## config.mk

```make
export PLATFORM = sky130hd
export DESIGN_NAME = motor_step_arbiter
export DESIGN_NICKNAME = d
export VERILOG_FILES = /design/src/rtl/motor_step_arbiter.sv
export SDC_FILE = /design/constraint.sdc
export NUM_CORES = 1
export LEC_CHECK = 0
export BUFFER_PORTS_ARGS = -buffer_cell sky130_fd_sc_hd__buf_2
export CAP_MARGIN = 10
export CORE_UTILIZATION = 42
export CTS_BUF_LIST = sky130_fd_sc_hd__clkbuf_8
export DETAILED_ROUTE_END_ITERATION = 8
export GPL_TIMING_DRIVEN = 0
export HOLD_SLACK_MARGIN = 0.08
export PLACE_DENSITY_LB_ADDON = 0.2
export SYNTH_ARGS = -nofsm -noshare
export SYNTH_HDL_FRONTEND = slang
export SYNTH_SLANG_ARGS = --single-unit
```

## constraint.sdc

```tcl
create_clock -name clk_ix -period 5.8 [get_ports clk_ix]
set_input_delay 1.16 -clock clk_ix [delete_from_list [all_inputs] [get_ports clk_ix]]
set_output_delay 1.16 -clock clk_ix [all_outputs]
set_load 0.01 [all_outputs]
```

## src/rtl/motor_step_arbiter.sv

```systemverilog
// motor_step_arbiter: round-robin arbiter sharing one step-pulse timing engine across motor channels
//   clk_ix, rstn_ix          : system clock, asynchronous active-low reset
//   step_req_b, dir_req_b    : per-channel step request level and requested direction
//   pfail_b                  : per-channel power-fail, aborts an in-flight step in SETUP/HIGH
//   pl_clk_b, pl_dir_b       : step pulse and registered direction to each driver
//   step_ack_b, step_abort_b : one-cycle completed-step / aborted-step flags
//   busy_o                   : timing engine not idle
module motor_step_arbiter #(
    parameter int NMOTORS        = 16,
    parameter int DIR_SETUP_CYC  = 8,
    parameter int PULSE_HIGH_CYC = 20,
    parameter int PULSE_LOW_CYC  = 20
) (
    input  logic               clk_ix,
    input  logic               rstn_ix,
    input  logic [NMOTORS-1:0] step_req_b,
    input  logic [NMOTORS-1:0] dir_req_b,
    input  logic [NMOTORS-1:0] pfail_b,
    output logic [NMOTORS-1:0] pl_clk_b,
    output logic [NMOTORS-1:0] pl_dir_b,
    output logic [NMOTORS-1:0] step_ack_b,
    output logic [NMOTORS-1:0] step_abort_b,
    output logic               busy_o
);
    localparam int PW = (NMOTORS > 1) ? $clog2(NMOTORS) : 1;
    // zero-length phases are stretched to one cycle
    localparam logic [15:0] LD_S = 16'((DIR_SETUP_CYC > 1) ? DIR_SETUP_CYC - 1 : 0);
    localparam logic [15:0] LD_H = 16'((PULSE_HIGH_CYC > 1) ? PULSE_HIGH_CYC - 1 : 0);
    localparam logic [15:0] LD_L = 16'((PULSE_LOW_CYC > 1) ? PULSE_LOW_CYC - 1 : 0);
    localparam logic [NMOTORS-1:0] ONE = NMOTORS'(1);
    typedef enum logic [1:0] {IDLE, SETUP, HIGH, LOW} state_t;
    state_t             state, state_n;
    logic [15:0]        cnt, cnt_n;
    logic [PW-1:0]      ptr, ptr_n, gnt, gnt_n, win, idx;
    logic               found, aborted, aborted_n, abort_now;
    logic [NMOTORS-1:0] elig, dir_n, clk_n, ack_n, abt_n;

    assign elig   = step_req_b & ~pfail_b;
    assign busy_o = state != IDLE;

    // scan from farthest to nearest so the channel closest to ptr+1 is the last assignment and wins
    always_comb begin
        win   = '0;
        idx   = '0;
        found = 1'b0;
        for (int k = NMOTORS; k >= 1; k--) begin
            idx = PW'((int'(ptr) + k) % NMOTORS);
            if (elig[idx]) begin
                win   = idx;
                found = 1'b1;
            end
        end
    end

    always_comb begin
        state_n   = state;
        cnt_n     = cnt;
        ptr_n     = ptr;
        gnt_n     = gnt;
        aborted_n = aborted;
        dir_n     = pl_dir_b;
        abort_now = 1'b0;
        case (state)
            IDLE: if (found) begin
                state_n    = SETUP;
                cnt_n      = LD_S;
                gnt_n      = win;
                ptr_n      = win;
                aborted_n  = 1'b0;
                dir_n[win] = dir_req_b[win];
            end
            SETUP, HIGH: if (pfail_b[gnt]) begin
                state_n   = LOW;
                cnt_n     = LD_L;
                aborted_n = 1'b1;
                abort_now = 1'b1;
            end else if (cnt == 16'd0) begin
                state_n = (state == SETUP) ? HIGH : LOW;
                cnt_n   = (state == SETUP) ? LD_H : LD_L;
            end else begin
                cnt_n = cnt - 16'd1;
            end
            default: if (cnt == 16'd0) state_n = IDLE; else cnt_n = cnt - 16'd1;
        endcase
        // outputs are registered from next-state so the pulse and flags are glitch-free
        clk_n = (state_n == HIGH) ? ONE << gnt_n : '0;
        ack_n = (state_n == LOW && cnt_n == 16'd0 && !aborted_n) ? ONE << gnt_n : '0;
        abt_n = abort_now ? ONE << gnt : '0;
    end

    always_ff @(posedge clk_ix or negedge rstn_ix) begin
        if (!rstn_ix) begin
            state        <= IDLE;
            cnt          <= '0;
            ptr          <= PW'(NMOTORS - 1);
            gnt          <= '0;
            aborted      <= 1'b0;
            pl_clk_b     <= '0;
            pl_dir_b     <= '0;
            step_ack_b   <= '0;
            step_abort_b <= '0;
        end else begin
            state        <= state_n;
            cnt          <= cnt_n;
            ptr          <= ptr_n;
            gnt          <= gnt_n;
            aborted      <= aborted_n;
            pl_clk_b     <= clk_n;
            pl_dir_b     <= dir_n;
            step_ack_b   <= ack_n;
            step_abort_b <= abt_n;
        end
    end
endmodule

```

Word-level counts from Yosys, hierarchy flattened
Cells that the tools add are included.
Widths: inputs -> output; s select.

word-level totals
  flip-flop bits (word level) = 91
  latch bits = 0
  memory bits (writable) = 0
  memory bits (read-only) = 0
  input bits = 50
  logic and storage cells = 155
  memories = 0

operators by class
  add/subtract/negate cells = 17
  multiply operators = 0
  divide/modulo/power cells = 0
  $lt $le $gt $ge = 19
  equality and inequality tests = 4
  shifts and indexed selects = 2
  mux-type cells = 92
  bitwise logic cells = 2
  reductions and logical operators = 10

operators with widths
  cell                   count
  $mux 16                7
  $lt 4x5->1 const B     18
  $bmux 1 s4             18
  $mux 4                 18
  $mux 1                 40
  $add 4x4->4 const B    8
  $logic_not 16->1       2
  $pmux 16 s2            1
  $shl 1x4->16 const A   2
  $add 4x3->4 const B    4
  $and 16x16->16         1
  $bwmux 16              1
  $not 16->16            1
  $sub 16x1->16 const B  1
  $add 4x1->4 const B    2
  $add 4x2->4 const B    2
  $mux 2                 4
  $eq 2x2->1 const B     3
  $demux 1 s4            1
  $ge 4x1->1 const B     1
  $pmux 2 s2             1
  $logic_and 1x1->1      3
  $eq 2x1->1 const B     1
  $logic_not 2->1        1
  5 further kinds        5

Depth between registers and ports, before layout
  word-level depth = 26
  gate-level depth with buffers = 19
  gate-level depth less buffers = 15

Worst setup path before layout
OpenSTA, ideal clock, no wires.

  path type = register to register
  start point = register ptr[1]
  end point = register pl_dir_b[3]
  library setup time = 0.128 ns
  arrival = 4.462 ns
  path slack = 1.211 ns
  cell stages (with the launch flop) = 19
  period minus slack after synthesis = 4.589 ns
  cell sequence = dfstp_2 buf_4 buf_4 inv_2 buf_2 ha_1 buf_2 inv_2 mux4_2 mux2_2 o21bai_1 and4bb_1 and4_1 buf_2 a21oi_1 and3_1 buf_2 nor3b_1 mux2_1

on the way
  word-level cells in the longest chain between the ends = 24

ends and longest elaborated chain
  what                                                                   line  source
  from (decl)                                                            34    logic [PW-1:0] ptr, ptr_n, gnt, gnt_n, win, idx;
  from (signal assigned)                                                 95    ptr <= PW'(NMOTORS - 1);
  from (signal assigned)                                                 105   ptr <= ptr_n;
  $add 4x1->4                                                            47    idx = PW'((int'(ptr) + k) % NMOTORS);
  $bmux 1 s4                                                             48    if (elig[idx]) begin
  $mux 1 (not written as such)                                           48
  $mux 4 (16 in series)                                                  48
  $lt 4x5->1 (not written as such) / $ge 4x1->1 (equally long branches)  70    dir_n[win] = dir_req_b[win];
  $logic_and 1x1->1 (not written as such)                                70
  $mux 1 (not written as such)                                           70
  $demux 1 s4                                                            70
  $bwmux 16                                                              70
  to (signal assigned)                                                   109   pl_dir_b <= dir_n;
  to (decl)                                                              20    output logic [NMOTORS-1:0] pl_dir_b,

Several ways; a longest one is shown, not always the timed one. The select of a mux whose other input is x is not followed.
A chain may end at the register's enable or synchronous reset.

Final worst setup path
Ends and elaborated chain as after synthesis.

==> key figures <==
Status
  • Status: complete, no violations

Logic synthesis
  • Multiplexer share of the synthesized area: approximately a fifth
  • Post-synth EDFFs: 0
  • Largest family of logic cells by synthesized area: simple AND/OR/NAND/NOR gates
  • Synth Instances: roughly 730
  • Netlist cell types: 88
  • Synth Flop Type: dfrtp_1
  • Register bit total from synthesis: between 90 and 100
  • Most common cell in the netlist: nor2_1
  • FFs w/ async S/R, synth: 100%
  • Synth Warn #: 0
  • Largest cells by area after synthesis: dfrtp_1, mux4_2, nor2_1
  • Synth Cell Area: 0.00690 mm²
  • Simple-gate share of the synthesized area: 22.9%
  • Synthesized area per cell: 9.48 µm²
  • Post-synth top area share: 31.6%
  • Adder-Cell Fraction of Synth Area: 2.18%
  • Syn Nets: between 700 and 800
  • Synth cell count leaders: nor2_1, dfrtp_1, nand2_1
  • Compound-gate portion of the synthesized area: 16.7%
  • Largest area contributor in the netlist: dfrtp_1
  • Seq/Total Area, Yosys: 33.1%
  • Area share of xor/xnor cells in the synthesized design: roughly 1.9%

CTS
  • Hold buffers post-CTS: 0
  • TritonCTS clock tree: done
  • Worst skew pair latency: 0.37 ns
  • Buffer type at the clock tree root: clkbuf_8
  • Clock sinks: 91
  • H-tree Lvls: 3
  • Bufs on Longest Clock Path: 2
  • CTS buffer count: 9
  • Clock transition at path regs: 0.09 ns

Finish
  • Area Growth Syn to Fin: 16.1%
  • Layout cell share with drive strength beyond 1: between 20% and 30%
  • N_diodes: 0
  • Final #Nets: 916
  • Core Util, Final: around 50%
  • Final cell area excluding filler cells: approximately 0.008 mm²

Run
  • Max-cap violations: 0

Timing
  • Final setup vio count: 0
  • Final hold violation count: 0
  • Setup TNS: 0 ns
  • Slew Limit Fails: 0
  • Final period util: 95.1%
  • RSZ-0062 raised after global routing: no
  • Pin slew with the least headroom to its limit: 0.753 ns
  • Fmax: 0.181 GHz
  • Period minus WS final: 5.51 ns
  • Post-route worst setup slack: 0.286 ns
  • Fin Clk Skew: 0.0151 ns
  • Max_slew headroom: 49.8%

Route
  • DR vias: 6485
  • Drt pass-1 iters: 5
  • Met3 wire length: between 1000 and 1500 µm
  • Vias per Instance: 6.03
  • Routed wire length: 21000 µm
  • Met2 routed WL: 9650 µm
  • DRC: 0
  • Metal-1 WL: 9250 µm
  • Max Used Layer: met4
  • First DRT Iteration DRCs: 552
  • Avg WL per Cell: 19.5 µm
  • Post-DRT Antenna Nets: 0

Place
  • GP Congestion: 0.960
  • Post-place setup slack: between 0.2 and 0.25 ns
  • Cell area after placement: 0.00777 mm²
  • Input/output buffers: between 100 and 150
  • Post-DP HPWL: about 16000 µm

Floorplanning
  • Initial Util: between 40% and 50%
  • Rows: 46
  • IO Count: 115
  • Die H: around 130 µm
  • Chip width: roughly 130 µm
  • Core ar.: 0.0159 mm²
  • Die area: 0.0169 mm²

Global routing
  • Largest net degree at the start of global routing: 70
  • First-pass GRT wire length: 32700 µm
  • Total track usage: 25.2%
  • Vias in the first global route: 5925
  • Grt ovf: 0
  • Initial antenna violation count: 0

Critical path
  • Critical Path RT: about 6.1 ns
  • Critical Path Fanout Max: 13
  • WS Path Type: flip-flop to flip-flop
  • Crit start category: flip-flop
  • Worst EP arrival: about 5.8 ns
  • Critical path capture point type: flip-flop

Hold path
  • Hold WC Path Type: flip-flop to flip-flop
[logic make-up after synthesis]
group | Yosys count
compound gates | 169
xor+xnor | 12
simple gates | 292
flops | 91
buf+inv | 60
mux | 92
fa+ha+maj | 12
[worst max-delay path, stage by stage, from the launching register on]
cell	delay, ns
dfstp_2	0.73
buf_4	0.23
buf_4	0.19
inv_2	0.06
buf_2	0.24
ha_1	0.33
buf_2	0.23
inv_4	0.20
mux4_2	0.53
mux2_2	0.33
o21bai_1	0.21
buf_2	0.27
nand2_1	0.10
nand4_1	0.11
o21ai_0	0.10
a311oi_2	0.50
and3_1	0.22
buf_2	0.15
nor3b_1	0.29
mux2_1	0.35
[worst paths after layout]
kind / startpoint / endpoint / slack (ns) / depth (start not counted)
max: ptr[1] / pl_dir_b[3] / 0.29 / 19
min: pl_dir_b[14] / pl_dir_b[14] / 0.49 / 1
max reg2reg: ptr[1] / pl_dir_b[3] / 0.29 / 19
min reg2reg: pl_dir_b[14] / pl_dir_b[14] / 0.49 / 1
max in group asynchronous: rstn_ix / ptr[1] / 4.45 / 2
min in group asynchronous: rstn_ix / step_ack_b[13] / 0.67 / 1
[registers in the layout (all words and copies together), names as in the netlist]
name          count
pl_clk_b         16
gnt               4
ptr               4
step_ack_b       16
aborted           1
cnt              16
pl_dir_b         16
step_abort_b     16
state             2
[placed cells by master (no fill, tap or decap), types with 7 or more instances in the layout]
cell / instances
nor4b_1: 7
or3_1: 8
a31oi_1: 15
o21ai_0: 26
o31ai_1: 8
nand3_1: 21
nand2b_1: 22
nor3_1: 15
nor2_1: 91
nand2_1: 54
o22ai_1: 10
mux2_1: 7
clkbuf_1: 15
mux2_2: 21
clkbuf_8: 10
nor2b_1: 14
mux4_2: 29
inv_1: 12
nor4bb_1: 9
mux2i_1: 33
ha_1: 12
xnor2_1: 7
a21oi_1: 40
buf_4: 7
dfrtp_1: 87
buf_2: 126
o211ai_1: 7
[stage by stage]
stage / std cells / hold WS, ns
CTS: 1075 / 0.498
global placement: 1058 / 0.466
floorplan: 728 / 0.504
finish: 1075 / 0.490
detailed placement: 1059 / 0.477
global route: 1075 / 0.513
[final cells by class]
cell class	count	area (µm²)
Buffer	37	194
Clock buffer	10	138
Clock inverter	6	80.1
Fill cell	1543	7930
Inverter	21	86.3
Multi-Input combinational cell	577	4340
Sequential cell	91	2280
Tap cell	216	270
Timing Repair Buffer	117	616
[per-layer routing]
| layer | global-route usage (%) | vias up |
|---|---|---|
| met5 | 0 | - |
| li1 | - | 2994 |
| met2 | 39.5 | 278 |
| met1 | 34.9 | 3167 |
| met3 | 4.14 | 46 |
| met4 | 9.51 | 0 |
[repair_timing]
item,in CTS,in global routing
setup buffers,0,2
gates resized for setup,0,7
endpoints found under the setup margin,0,38
Power is left out: the tool's default activity adds up to more than one toggle a clock period on the data nets, which glitch-free logic cannot reach.
